`src/rtl/mdu_iter.sv`:
```
// Iterative multiply/divide unit for EX: shift-add multiply (MUL_STEP bits/cycle),
// restoring radix-2 divide, shared sign-fix / accumulate cycle, {HI,LO} result.
module mdu_iter #(
    parameter int WIDTH    = 32,
    parameter int MUL_STEP = 4
) (
    input  logic                 clk,
    input  logic                 rst,
    input  logic                 start_i,
    input  logic [2:0]           op_i,
    input  logic [WIDTH-1:0]     opdata1_i,
    input  logic [WIDTH-1:0]     opdata2_i,
    input  logic [2*WIDTH-1:0]   acc_i,
    input  logic                 annul_i,
    output logic                 busy_o,
    output logic                 ready_o,
    output logic [2*WIDTH-1:0]   result_o,
    output logic                 div_zero_o
);

    localparam int N  = WIDTH / MUL_STEP;
    localparam int CW = $clog2(WIDTH + 1);
    localparam logic [CW-1:0] MUL_LAST = CW'(N - 1);
    localparam logic [CW-1:0] DIV_LAST = CW'(WIDTH - 1);

    if (WIDTH % MUL_STEP != 0) begin : g_step_check
        $error("mdu_iter: WIDTH must be a multiple of MUL_STEP");
    end

    typedef enum logic [2:0] {S_IDLE, S_MUL, S_DIV, S_FIX, S_DONE} state_t;

    state_t               state_q, state_d, state_nxt;
    logic [2:0]           op_q;
    logic [2*WIDTH-1:0]   acc_q;
    logic [2*WIDTH-1:0]   a_q;      // shifted multiplicand
    logic [WIDTH-1:0]     b_q;      // multiplier (shifted) / divisor magnitude
    logic [2*WIDTH-1:0]   p_q;      // product, or {remainder, quotient} for divide
    logic                 neg_q;
    logic                 rneg_q;
    logic [CW-1:0]        cnt_q;
    logic                 busy_q, ready_q, dz_q;
    logic [2*WIDTH-1:0]   result_q;

    logic                 sgn_d, is_div_d;
    logic [WIDTH-1:0]     mag1_d, mag2_d;
    logic [2*WIDTH-1:0]   p_mul_d, p_div_d, fix_d, prod_d;
    logic [WIDTH:0]       rem_sh_d, rem_new_d;
    logic                 ge_d;

    // Operand decode: signed ops have op_i[0]==0, divides are ops 6 and 7.
    always_comb begin
        sgn_d    = ~op_i[0];
        is_div_d = (op_i[2:1] == 2'b11);
        mag1_d   = (sgn_d && opdata1_i[WIDTH-1]) ? -opdata1_i : opdata1_i;
        mag2_d   = (sgn_d && opdata2_i[WIDTH-1]) ? -opdata2_i : opdata2_i;
    end

    // One multiply step and one restoring-divide step.
    always_comb begin
        p_mul_d = p_q;
        for (int j = 0; j < MUL_STEP; j++) begin
            p_mul_d = p_mul_d + (b_q[j] ? (a_q << j) : {(2*WIDTH){1'b0}});
        end
        rem_sh_d  = {p_q[2*WIDTH-1:WIDTH], p_q[WIDTH-1]};
        ge_d      = (rem_sh_d >= {1'b0, b_q});
        rem_new_d = ge_d ? (rem_sh_d - {1'b0, b_q}) : rem_sh_d;
        p_div_d   = {rem_new_d[WIDTH-1:0], p_q[WIDTH-2:0], ge_d};
    end

    // Sign fix and accumulate, producing the final {HI,LO}.
    always_comb begin
        prod_d = neg_q ? -p_q : p_q;
        case (op_q[2:1])
            2'b01:   fix_d = acc_q + prod_d;
            2'b10:   fix_d = acc_q - prod_d;
            2'b11:   fix_d = {(rneg_q ? -p_q[2*WIDTH-1:WIDTH] : p_q[2*WIDTH-1:WIDTH]),
                              (neg_q  ? -p_q[WIDTH-1:0]       : p_q[WIDTH-1:0])};
            default: fix_d = prod_d;
        endcase
    end

    // Next-state logic; annul_i overrides everything but rst.
    always_comb begin
        state_nxt = state_q;
        case (state_q)
            S_IDLE: begin
                if (start_i) begin
                    if (is_div_d) begin
                        state_nxt = (opdata2_i == {WIDTH{1'b0}}) ? S_DONE : S_DIV;
                    end else begin
                        state_nxt = S_MUL;
                    end
                end else begin
                    state_nxt = S_IDLE;
                end
            end
            S_MUL:   state_nxt = (cnt_q == MUL_LAST) ? S_FIX : S_MUL;
            S_DIV:   state_nxt = (cnt_q == DIV_LAST) ? S_FIX : S_DIV;
            S_FIX:   state_nxt = S_DONE;
            S_DONE:  state_nxt = start_i ? S_DONE : S_IDLE;
            default: state_nxt = S_IDLE;
        endcase
        state_d = annul_i ? S_IDLE : state_nxt;
    end

    // State register and registered outputs.
    always_ff @(posedge clk) begin
        if (rst) begin
            state_q  <= S_IDLE;
            busy_q   <= 1'b0;
            ready_q  <= 1'b0;
            dz_q     <= 1'b0;
            result_q <= {(2*WIDTH){1'b0}};
        end else begin
            state_q <= state_d;
            busy_q  <= (state_d == S_MUL) || (state_d == S_DIV) || (state_d == S_FIX);
            ready_q <= (state_d == S_DONE);
            if (state_d == S_DONE && state_q == S_IDLE) begin
                dz_q     <= 1'b1;
                result_q <= {(2*WIDTH){1'b0}};
            end else if (state_d == S_DONE && state_q == S_FIX) begin
                dz_q     <= 1'b0;
                result_q <= fix_d;
            end else begin
                dz_q     <= (state_d == S_DONE) ? dz_q : 1'b0;
                result_q <= result_q;
            end
        end
    end

    // Datapath registers: operands latched in IDLE, then iterated.
    always_ff @(posedge clk) begin
        if (rst) begin
            op_q   <= 3'd0;
            acc_q  <= {(2*WIDTH){1'b0}};
            a_q    <= {(2*WIDTH){1'b0}};
            b_q    <= {WIDTH{1'b0}};
            p_q    <= {(2*WIDTH){1'b0}};
            neg_q  <= 1'b0;
            rneg_q <= 1'b0;
            cnt_q  <= {CW{1'b0}};
        end else begin
            case (state_q)
                S_IDLE: begin
                    op_q   <= op_i;
                    acc_q  <= acc_i;
                    a_q    <= {{WIDTH{1'b0}}, mag1_d};
                    b_q    <= mag2_d;
                    p_q    <= is_div_d ? {{WIDTH{1'b0}}, mag1_d} : {(2*WIDTH){1'b0}};
                    neg_q  <= sgn_d & (opdata1_i[WIDTH-1] ^ opdata2_i[WIDTH-1]);
                    rneg_q <= sgn_d & opdata1_i[WIDTH-1];
                    cnt_q  <= {CW{1'b0}};
                end
                S_MUL: begin
                    p_q   <= p_mul_d;
                    a_q   <= a_q << MUL_STEP;
                    b_q   <= b_q >> MUL_STEP;
                    cnt_q <= cnt_q + {{(CW-1){1'b0}}, 1'b1};
                end
                S_DIV: begin
                    p_q   <= p_div_d;
                    cnt_q <= cnt_q + {{(CW-1){1'b0}}, 1'b1};
                end
                default: begin
                    p_q <= p_q;
                end
            endcase
        end
    end

    assign busy_o     = busy_q;
    assign ready_o    = ready_q;
    assign result_o   = result_q;
    assign div_zero_o = dz_q;

endmodule

```
`config.mk`:
```
export PLATFORM = sky130hd
export DESIGN_NAME = mdu_iter
export DESIGN_NICKNAME = d
export VERILOG_FILES = /design/src/rtl/mdu_iter.sv
export SDC_FILE = /design/constraint.sdc
export NUM_CORES = 2
export LEC_CHECK = 0
export ABC_AREA = 1
export CAP_MARGIN = 30
export CELL_PAD_IN_SITES_DETAIL_PLACEMENT = 0
export CELL_PAD_IN_SITES_GLOBAL_PLACEMENT = 1
export CORE_MARGIN = 8
export CORE_UTILIZATION = 44
export DETAILED_ROUTE_END_ITERATION = 10
export PLACE_DENSITY_LB_ADDON = 0.1
export SYNTH_ARGS = -nofsm -noshare
export SYNTH_HDL_FRONTEND = slang
export SYNTH_SLANG_ARGS = --single-unit
```
`constraint.sdc`:
```
create_clock -name clk -period 5.5 [get_ports clk]
set_input_delay 0.55 -clock clk [delete_from_list [all_inputs] [get_ports clk]]
set_output_delay 0.55 -clock clk [all_outputs]
set_load 0.02 [all_outputs]
```
==> impl_metrics.toml <==
[critical_path]
crit_required_ps = 5950
cp_common_cell = "inv_1"
crit_path_max_fanout = 58
critPathLaunch = "b_q[0]"
rr_startpoint = "b_q[0]"
ff2ff_setup_slack_ps = 300
path_class = "reg2reg"
r2r-end = "p_q[38]"
crit_path_end_kind = "flop"
crit_slowest_cell = "fa_1"
startpoint_type = "flop"
crit_chain = "buf_12 -> nand2_1 -> inv_1 -> fa_1 -> fa_1 -> fa_1 -> ha_1 -> a21oi_1 -> inv_1 -> a31oi_1 -> inv_1 -> a211oi_1 -> nand2_1 -> a21oi_1 -> inv_1 -> o21ai_0 -> a31oi_1"
max_stage_delay_ps = 540
cp.arrival_ps = 5650
reg2regPathDepth = 17
crit_path_end = "p_q[38]"

[synthesis]
yosys_warnings = 0
async_reset_ff_share_pct = 0
syn_area_um2 = 34200
syn_avg_cell_area_um2 = 6.22
ys.flop_type = "dfxtp_1"
seq_area_frac_synth_pct = 17.8
postSynthCellCount = 5504
synth-seq-cells = 304
yosys.cell_types.count = 65
syn-num-nets = 5991
synth-edff-count = 0

[timing]
finalHoldViolations = 0
worst_pin_slew_ps = 966
slew_viol_final = 0
setup_viol = 0
max_slew_margin_pct = 35.5
rsz0062_at_grt = "false"
fin_worst_skew_ps = 49.1
worst_slack_ps = 297
final.setup.tns_ps = 0
max_freq_ghz = 0.192
fin_crit_sh_pct = 94.6
post-route-min-period_ps = 5200

[global_routing]
grt_pass1_wl_mm = 216
first_global_vias = 35800
antenna_found_initial = 1
overflow = 0
grtUsageTotal_pct = 31.7
grt_max_degree = 94

[detailed_routing]
drtIter0Drc = 3420
ant_nets = 0
wire_per_inst_um = 20.8
vias_per_cell = 5.53
vias = 37500
drc = 0
routed_wl_mm = 141
drt-pass1-iter-count = 5

[finish]
design_area_um2 = 39600
fill_cells = 8246
multi_input_area_um2 = 24600
final_cell_mix = "nand2_1 (1338), inv_1 (788), nor2_1 (609)"
final-seq-area_um2 = 6100
final_common_cell = "nand2_1"
drive_gt1_share_pct = 6.77
layout-area-overhead-vs-synth_pct = 15.7
antennaDiodeCount = 0
nets = 6187

[hold_path]
hold_class = "reg2reg"

[clocking]
insertion_delay_ps = 610
ctsLongestPathBuffers = 3
cts.clk_slew.worst_paths_ps = 60
root_buffer = "clkbuf_16"
cts_tree = "done"
numCtsBuffers = 41
cts_num_sinks = 304
htree_levels = 2

[power]
leakage_nw = 20.2
p_per_area_nw_per_um2 = 225
ir_worst_vdd_uv = 355

[place]
pre_cts_ws_ps = 103
dp_hpwl_mm = 113
place_area_um2 = 38000
port_buffers = 201
gp_congestion = 0.974

[floorplanning]
ios = 202
num_rows = 102
die_area_um2 = 87000
fp.dieH_um = 295
die_w_um = 295
core_um2 = 77200
start_util_pct = 44.4

[flow_run]
maxCapViolations = 0

[run_status]
outcome = "completed"
## cell usage after synthesis (25+ instances only)
library cell / number / area [um2]
nand2_1: 1342 / 5040
inv_1: 790 / 2970
nor2_1: 625 / 2350
a21oi_1: 475 / 2380
o21ai_0: 399 / 2000
dfxtp_1: 304 / 6090
nand3_1: 226 / 1130
fa_1: 186 / 3720
ha_1: 166 / 2080
a31oi_1: 156 / 976
clkbuf_1: 154 / 578
xor2_1: 106 / 928
o211ai_1: 52 / 390
nor3_1: 51 / 255
nand4_1: 50 / 313
xnor2_1: 44 / 385
nor2_2: 28 / 175
or2_2: 28 / 175
o21a_1: 27 / 203
buf_1: 25 / 93.8
## stage by stage
stage / hold WS (ps) / utilization, % / power, mW / cells
6_report: 464 / 51.3 / 8.93 / 6770
5_1_grt: 482 / 51.3 / 9.44 / 6770
4_1_cts: 465 / 51.0 / 8.89 / 6766
3_5_place_dp: 456 / 49.2 / 6.00 / 6693
3_3_place_gp: 450 / 49.1 / 6.01 / 6691
2_1_floorplan: 435 / - / 4.79 / 5504
## layer usage
| layer | up-vias | wire length [um] | track usage [%] |
|---|---|---|---|
| met5 | - | 0 | 0 |
| met4 | 0 | 5400 | 10.9 |
| met3 | 230 | 10200 | 3.69 |
| met2 | 1409 | 62000 | 50.3 |
| met1 | 17500 | 63500 | 44.4 |
| li1 | 18300 | - | - |
## registers in the layout (all words and copies together) (netlist names), 2 cells and up
| name | flops |
|---|---|
| b_q | 32 |
| a_q | 64 |
| cnt_q | 6 |
| op_q | 2 |
| acc_q | 64 |
| result_o | 64 |
| p_q | 64 |
| state_q | 3 |
## cell type report
cell class,count,area share [%]
clock buffer,58,3.01
clock inverter,15,0.521
inverter,808,7.66
multi-input combinational,4195,62.0
sequential,304,15.4
tap,1040,3.28
timing repair buffer,350,8.12
## cells by family (layout without fill, tap and decap cells)
kind of cell    count (synthesis)  count (layout)  share of synthesized area [%]
compound gates               1251            1251                           20.5
flops                         304             304                           17.8
xor+xnor                      151             151                           3.91
fa+ha+maj                     352             352                           16.9
simple gates                 2441            2441                           29.8
buf+inv                      1005            1231                           11.1
## worst max-delay path, delay by kind of cell, from the launching register on
kind	cells	cell delay, ps
fa+ha+maj	4	1880
simple gates	2	390
buf+inv	5	640
compound gates	6	1670
flops	1	450
## power breakdown
group | leakage, nW | internal (mW) | switching, mW | total, mW
Combinational | 17.1 | 1.22 | 2.39 | 3.62
Clock | 0.681 | 1.70 | 1.16 | 2.86
Sequential | 2.49 | 2.31 | 0.153 | 2.46
## repair_timing
item,in CTS,in global routing
hold buffers,0,0
endpoints found under the setup margin,0,32
resized for setup,0,56
setup buffers,0,4
## how the worst min path moves through the flow
stage,startpoint,to,depth (start not counted)
after floorplan,acc_q[0],acc_q[0],2
after global placement,a_q[63],a_q[63],2
after detailed placement,result_o[3],result_o[3],2
after CTS,result_o[2],result_o[2],2
after global routing,result_o[1],result_o[1],2
final,result_o[4],result_o[4],2
Power figures use the tool's default switching activity.
